==> src/rtl/fp8_pkg.sv <==
// Shared E5M2 constants, accumulator state encoding and flag bit positions.
package fp8_pkg;

  localparam int FP8_WIDTH     = 8;
  localparam int FP8_EXP_WIDTH = 5;
  localparam int FP8_MAN_WIDTH = 2;

  localparam logic [FP8_WIDTH-1:0] FP8_POS_ZERO = 8'h00;
  localparam logic [FP8_WIDTH-1:0] FP8_POS_INF  = 8'h7C;
  localparam logic [FP8_WIDTH-1:0] FP8_EXP_MASK = 8'h7C;

  typedef enum logic [1:0] {
    IDLE  = 2'd0,
    ACCUM = 2'd1,
    DONE  = 2'd2
  } acc_state_e;

  // flags vector is {nan, inf, cnt_sat}
  localparam int FP8_NUM_FLAGS = 3;
  localparam int FLAG_NAN      = 2;
  localparam int FLAG_INF      = 1;
  localparam int FLAG_CNT_SAT  = 0;

endpackage

==> src/rtl/fp8_accumulator_if.sv <==
// Term/result bundle between the FP8 adder loop, the accumulator and its consumer.
interface fp8_accumulator_if
  import fp8_pkg::*;
#(
  parameter int WIDTH     = FP8_WIDTH,
  parameter int CNT_WIDTH = 8
);

  logic                     in_valid;
  logic                     in_last;
  logic                     in_ready;
  logic [WIDTH-1:0]         sum_in;
  logic [WIDTH-1:0]         acc_fb;
  logic                     out_valid;
  logic                     out_ready;
  logic [WIDTH-1:0]         acc_out;
  logic [CNT_WIDTH-1:0]     count;
  logic [FP8_NUM_FLAGS-1:0] flags;

  modport master (
    output in_valid, in_last, sum_in, out_ready,
    input  in_ready, acc_fb, out_valid, acc_out, count, flags
  );

  modport slave (
    input  in_valid, in_last, sum_in, out_ready,
    output in_ready, acc_fb, out_valid, acc_out, count, flags
  );

endinterface

==> src/rtl/fp8_classify.sv <==
// Combinational minifloat classifier: flags Inf, NaN and signed zero of one operand.
module fp8_classify
  import fp8_pkg::*;
#(
  parameter int WIDTH     = FP8_WIDTH,
  parameter int EXP_WIDTH = FP8_EXP_WIDTH,
  parameter int MAN_WIDTH = FP8_MAN_WIDTH
) (
  input  logic [WIDTH-1:0] op_i,
  output logic             is_inf_o,
  output logic             is_nan_o,
  output logic             is_zero_o
);

  logic [EXP_WIDTH-1:0] exp_fld;
  logic [MAN_WIDTH-1:0] man_fld;
  logic                 exp_ones;
  logic                 man_zero;

  assign exp_fld  = op_i[MAN_WIDTH +: EXP_WIDTH];
  assign man_fld  = op_i[MAN_WIDTH-1:0];
  assign exp_ones = &exp_fld;
  assign man_zero = (man_fld == '0);

  assign is_inf_o  = exp_ones && man_zero;
  assign is_nan_o  = exp_ones && !man_zero;
  assign is_zero_o = (exp_fld == '0) && man_zero;

endmodule

==> src/rtl/fp8_accumulator.sv <==
// Running-sum register closing the loop around a combinational FP8 adder; one term/cycle.
// Optional sticky exception flags are built when FP8_ACC_FLAGS_EN is defined.
module fp8_accumulator
  import fp8_pkg::*;
#(
  parameter int WIDTH     = FP8_WIDTH,
  parameter int EXP_WIDTH = FP8_EXP_WIDTH,
  parameter int MAN_WIDTH = FP8_MAN_WIDTH,
  parameter int CNT_WIDTH = 8
) (
  input  logic               clk,
  input  logic               rst_n,
  input  logic               clear,
  fp8_accumulator_if.slave   bus
);

  localparam logic [CNT_WIDTH-1:0] CNT_MAX = '1;
  localparam logic [CNT_WIDTH-1:0] CNT_ONE = CNT_WIDTH'(1);

  acc_state_e           state_q, state_d;
  logic [WIDTH-1:0]     acc_q, acc_d;
  logic [CNT_WIDTH-1:0] count_q, count_d;
  logic                 out_valid_q;
  logic                 in_ready_q;
  logic                 accept;
  logic                 cnt_full;

`ifdef FP8_ACC_FLAGS_EN
  logic [FP8_NUM_FLAGS-1:0] flags_q, flags_d;
  logic                     cls_inf;
  logic                     cls_nan;
  logic                     cls_zero_unused;

  fp8_classify #(
    .WIDTH     (WIDTH),
    .EXP_WIDTH (EXP_WIDTH),
    .MAN_WIDTH (MAN_WIDTH)
  ) u_classify (
    .op_i      (bus.sum_in),
    .is_inf_o  (cls_inf),
    .is_nan_o  (cls_nan),
    .is_zero_o (cls_zero_unused)
  );
`else
  // Format parameters only feed the classifier; keep them referenced here.
  localparam int unused_fmt_bits = EXP_WIDTH + MAN_WIDTH;
`endif

  assign accept   = bus.in_valid && in_ready_q;
  assign cnt_full = (count_q == CNT_MAX);

  always_comb begin
    state_d = state_q;
    acc_d   = acc_q;
    count_d = count_q;
`ifdef FP8_ACC_FLAGS_EN
    flags_d = flags_q;
`endif
    if (clear) begin
      state_d = IDLE;
      acc_d   = FP8_POS_ZERO;
      count_d = '0;
`ifdef FP8_ACC_FLAGS_EN
      flags_d = '0;
`endif
    end else begin
      case (state_q)
        IDLE, ACCUM: begin
          if (accept) begin
            // count_q is zero in IDLE, so the same increment yields 1 there.
            acc_d   = bus.sum_in;
            count_d = cnt_full ? count_q : count_q + CNT_ONE;
            state_d = bus.in_last ? DONE : ACCUM;
`ifdef FP8_ACC_FLAGS_EN
            flags_d[FLAG_NAN]     = flags_q[FLAG_NAN] | cls_nan;
            flags_d[FLAG_INF]     = flags_q[FLAG_INF] | cls_inf;
            flags_d[FLAG_CNT_SAT] = flags_q[FLAG_CNT_SAT] | cnt_full;
`endif
          end
        end
        DONE: begin
          if (bus.out_ready) begin
            state_d = IDLE;
            acc_d   = FP8_POS_ZERO;
            count_d = '0;
`ifdef FP8_ACC_FLAGS_EN
            flags_d = '0;
`endif
          end
        end
        default: begin
          state_d = IDLE;
          acc_d   = FP8_POS_ZERO;
          count_d = '0;
        end
      endcase
    end
  end

  // Handshake outputs are registered from the next state so no input reaches them combinationally.
  always_ff @(posedge clk or negedge rst_n) begin
    if (!rst_n) begin
      state_q     <= IDLE;
      acc_q       <= FP8_POS_ZERO;
      count_q     <= '0;
      out_valid_q <= 1'b0;
      in_ready_q  <= 1'b1;
    end else begin
      state_q     <= state_d;
      acc_q       <= acc_d;
      count_q     <= count_d;
      out_valid_q <= (state_d == DONE);
      in_ready_q  <= (state_d != DONE);
    end
  end

`ifdef FP8_ACC_FLAGS_EN
  always_ff @(posedge clk or negedge rst_n) begin
    if (!rst_n) begin
      flags_q <= '0;
    end else begin
      flags_q <= flags_d;
    end
  end

  assign bus.flags = flags_q;
`else
  assign bus.flags = '0;
`endif

  assign bus.acc_fb    = acc_q;
  assign bus.acc_out   = acc_q;
  assign bus.count     = count_q;
  assign bus.out_valid = out_valid_q;
  assign bus.in_ready  = in_ready_q;

endmodule

==> src/flat_wrapper.sv <==
// flat-port wrapper written by rule: the top's interface ports become plain ports
module fp8_accumulator_flat import fp8_pkg::*;
#(
  parameter int WIDTH     = FP8_WIDTH,
  parameter int EXP_WIDTH = FP8_EXP_WIDTH,
  parameter int MAN_WIDTH = FP8_MAN_WIDTH,
  parameter int CNT_WIDTH = 8
)
  (clk, rst_n, clear, bus_in_valid, bus_in_last, bus_sum_in, bus_out_ready, bus_in_ready, bus_acc_fb, bus_out_valid, bus_acc_out, bus_count, bus_flags);
  fp8_accumulator_if #(.WIDTH(WIDTH), .CNT_WIDTH(CNT_WIDTH)) bus_i ();
  input  logic clk;
  input  logic rst_n;
  input  logic clear;
  input wire logic [$bits(bus_i.in_valid)-1:0] bus_in_valid;
  input wire logic [$bits(bus_i.in_last)-1:0] bus_in_last;
  input wire logic [$bits(bus_i.sum_in)-1:0] bus_sum_in;
  input wire logic [$bits(bus_i.out_ready)-1:0] bus_out_ready;
  output wire logic [$bits(bus_i.in_ready)-1:0] bus_in_ready;
  output wire logic [$bits(bus_i.acc_fb)-1:0] bus_acc_fb;
  output wire logic [$bits(bus_i.out_valid)-1:0] bus_out_valid;
  output wire logic [$bits(bus_i.acc_out)-1:0] bus_acc_out;
  output wire logic [$bits(bus_i.count)-1:0] bus_count;
  output wire logic [$bits(bus_i.flags)-1:0] bus_flags;
  assign bus_i.in_valid = bus_in_valid;
  assign bus_i.in_last = bus_in_last;
  assign bus_i.sum_in = bus_sum_in;
  assign bus_i.out_ready = bus_out_ready;
  assign bus_in_ready = bus_i.in_ready;
  assign bus_acc_fb = bus_i.acc_fb;
  assign bus_out_valid = bus_i.out_valid;
  assign bus_acc_out = bus_i.acc_out;
  assign bus_count = bus_i.count;
  assign bus_flags = bus_i.flags;
  fp8_accumulator #(.WIDTH(WIDTH), .EXP_WIDTH(EXP_WIDTH), .MAN_WIDTH(MAN_WIDTH), .CNT_WIDTH(CNT_WIDTH)) u_core (.clk(clk), .rst_n(rst_n), .clear(clear), .bus(bus_i));
endmodule
==> config.mk <==
export PLATFORM = sky130hd
export DESIGN_NAME = fp8_accumulator_flat
export DESIGN_NICKNAME = d
export VERILOG_FILES = /design/src/rtl/fp8_pkg.sv /design/src/rtl/fp8_accumulator_if.sv /design/src/rtl/fp8_classify.sv /design/src/rtl/fp8_accumulator.sv /design/src/flat_wrapper.sv
export SDC_FILE = /design/constraint.sdc
export NUM_CORES = 1
export LEC_CHECK = 0
export ABC_AREA = 1
export CAP_MARGIN = 20
export CORE_ASPECT_RATIO = 0.8
export CORE_MARGIN = 2
export CORE_UTILIZATION = 25
export DETAILED_ROUTE_END_ITERATION = 8
export GPL_TIMING_DRIVEN = 0
export MAX_ROUTING_LAYER = met4
export SYNTH_ARGS = -nofsm -noshare
export SYNTH_HDL_FRONTEND = slang
export SYNTH_SLANG_ARGS = --single-unit
==> constraint.sdc <==
create_clock -name clk -period 1.7 [get_ports clk]
set_input_delay 0.425 -clock clk [delete_from_list [all_inputs] [get_ports clk]]
set_output_delay 0.425 -clock clk [all_outputs]
set_load 0.03 [all_outputs]
==> results.toml <==
[status]
status = "completed"

[setup_path]
cp_slowest_cell = "dfstp_2"
startpoint = "u_core.bus.in_ready"
crit_arrival_ns = 1.18
critical_path_required_ns = 1.27
crit_cells = 1
crit_fanout = 2
r2r_slack_ns = 0.23
worstSetupEndpoint = "bus_in_ready"
setup.worst_path.start_class = "flop"
cp_slowest_stage_delay_ns = 0.54
r2r_start = "u_core.bus.count[0]"
worstPathCellList = "dlygate4sd2_1"
critical_path_buf_inv_count = 1
reg2reg_depth = 6
path_class = "reg -> out"
regToRegEndpoint = "u_core.bus.count[6]"
crit_family = "flip-flops"
end_kind = "output port"

[route]
routed_wl_mm = 2.26
viasPerCell = 3.87
route.detailed.drc = 0
drt_iter0_drc = 23
ant_nets = 0
post_drt_wl_per_cell_um = 9.73
vias = 897
drt_first_pass_iters = 4

[global_route]
grt_overflow = 0
first_global_vias = 773
grt_pass1_wl_mm = 3.70
grt_start_max_net_pins = 21
antenna_found_initial = 0
grt_use_total = 0.103

[place]
place_hpwl_mm = 1.73
dp_slack_ns = -0.0617
port_buffers = 39
gp_congestion = 0.786
dpl.cell_count = 228

[clock_tree]
insertion_delay_ns = 0.25
cts_tree = "yes"
htree_levels = 1
cts_hold_buf = 0
clkTransAtPathRegs_ns = 0.07
post-cts-setup-buffers = 0
numCtsBuffers = 3
root_buffer = "clkbuf_8"
clk_path_buf_depth = 2
clock_sinks = 20

[cells_and_area]
final_nets = 191
syn2layout_area_growth_pct = 46.4
n_antenna_cell = 0
drive_gt1_frac = 0.154
final_common_cell = "nand2_1"
final_cell_mix = "nand2_1, dlygate4sd2_1, dfrtp_1, o21ai_0, clkdlybuf4s50_1"
fin_cells = 232
fill_cells = 466

[sta]
period_needed_ns = 1.61
fin_skew_ns = 0.00364
worst_slack_ns = 0.0910
maxSlewHeadroom = 0.384
fmax_mhz = 621
setup-violations-final = 0
hold_violations = 0
drv_slew = 0
period_share = 0.946
tightest_slew_ns = 0.921
grt_setup_unrepaired = "false"
fin_setup_tns_ns = 0

[synth]
synth_area_leader_cell = "dfrtp_1"
synth_cell_types = 23
avgSynthCellArea_um2 = 8.06
synth_seq_cells = 20
yosysWarnings = 0
synth_top_area_share = 0.454
synth_cells = 130
synth_area_leaders = "dfrtp_1, nand2_1, buf_4"
syn_area_um2 = 1050
synth-seq-area-share = 0.479

[pwr]
ir_drop_v = 0.000402
powerDensity_nw_per_um2 = 755
leakagePower_nw = 0.798

[floorplan]
die-height_um = 61.9
rows = 21
dieArea_um2 = 4730
io_pins = 43
die_w_um = 76.4
initial_utilization = 0.255
core_area_um2 = 4100

[flow_run]
drv_cap = 0

[hold_path]
min_path_type = "reg -> reg"
what timing repair did:
item	in CTS	in global routing
cloned	0	0
pin swaps	0	0
gates resized for setup	25	1
endpoints found under the hold margin	0	0
setup endpoints to repair	25	1
power breakdown:
group	leakage, nW	internal, mW	switching, mW
clock network	0.0228	0.167	0.154
registers	0.266	0.507	0.0243
logic	0.510	0.120	0.184
total	0.798	0.794	0.363
cells in the mapped netlist:
cell type	number
buf_2	1
buf_4	12
conb_1	1
dfrtp_1	19
dfstp_2	1
ha_1	1
inv_1	9
inv_2	1
nand2_1	45
nand2_2	2
nand2_4	2
nand3_1	2
nand3_2	1
nand4_1	1
nor2_1	7
nor2_2	3
nor3_1	1
o21ai_0	14
o21ai_1	3
o21bai_1	1
or2_2	1
xnor2_1	1
xor2_1	1
cells by family (layout without fill, tap and decap cells):
family / Yosys count / after routing / share of synthesized area
compound gates: 18 / 18 / 0.0884
flops: 20 / 20 / 0.479
simple gates: 65 / 65 / 0.274
other cells: 1 / 3 / 0.00358
xor+xnor: 2 / 2 / 0.0167
fa+ha+maj: 1 / 1 / 0.0119
buf+inv: 23 / 66 / 0.127
routing by layer:
layer	GRT usage	vias to the layer above	share of wire
met5	-	-	0
met2	0.157	27	0.39
met4	0.00779	0	0
met1	0.138	386	0.54
li1	-	484	-
met3	0.0361	0	0.063
through the flow:
stage	utilization	power [mW]	hold slack (ns)	cell area, um^2
2_1_floorplan	-	0.734	0.129	1050
3_3_place_gp	0.370	0.882	0.503	1520
3_5_place_dp	0.370	0.884	0.503	1520
4_1_cts	0.373	1.18	0.518	1530
5_1_grt	0.374	1.22	0.550	1530
6_report	0.374	1.16	0.511	1530
worst min-delay path: cells and delay by family, from the launching register on:
kind | cells | cell delay (ns)
compound gates | 1 | 0.06
simple gates | 1 | 0.06
flops | 1 | 0.36
flip-flops by register name, indices dropped and copies added, names as in the netlist:
name	cells
u_core.bus.acc_fb	8
u_core.bus.out_valid	1
u_core.state_q	2
u_core.bus.in_ready	1
u_core.bus.count	8
how the worst min path moves through the flow:
stage / end / slack [ns] / cells after the start / startpoint
final: u_core.bus.acc_fb[1] / 0.51 / 2 / u_core.bus.acc_fb[1]
after global routing: u_core.bus.acc_fb[2] / 0.55 / 2 / u_core.bus.acc_fb[2]
after CTS: u_core.bus.acc_fb[1] / 0.52 / 2 / u_core.bus.acc_fb[1]
after detailed placement: u_core.bus.acc_fb[6] / 0.50 / 2 / u_core.bus.acc_fb[6]
after global placement: u_core.bus.acc_fb[3] / 0.50 / 2 / u_core.bus.acc_fb[3]
after floorplan: u_core.bus.acc_fb[0] / 0.13 / 0 / rst_n
area by class of cell:
class / instances / area, um^2 / area share
plain buffers: 13 / 95.1 / 0.0620
clock buffers: 4 / 45.0 / 0.0294
inverters: 10 / 37.5 / 0.0245
multi-input cells: 89 / 420 / 0.274
flip-flops and latches: 20 / 502 / 0.327
well taps: 57 / 71.3 / 0.0465
repair buffers: 39 / 362 / 0.236
No activity file was read; power rests on OpenSTA's default activity.
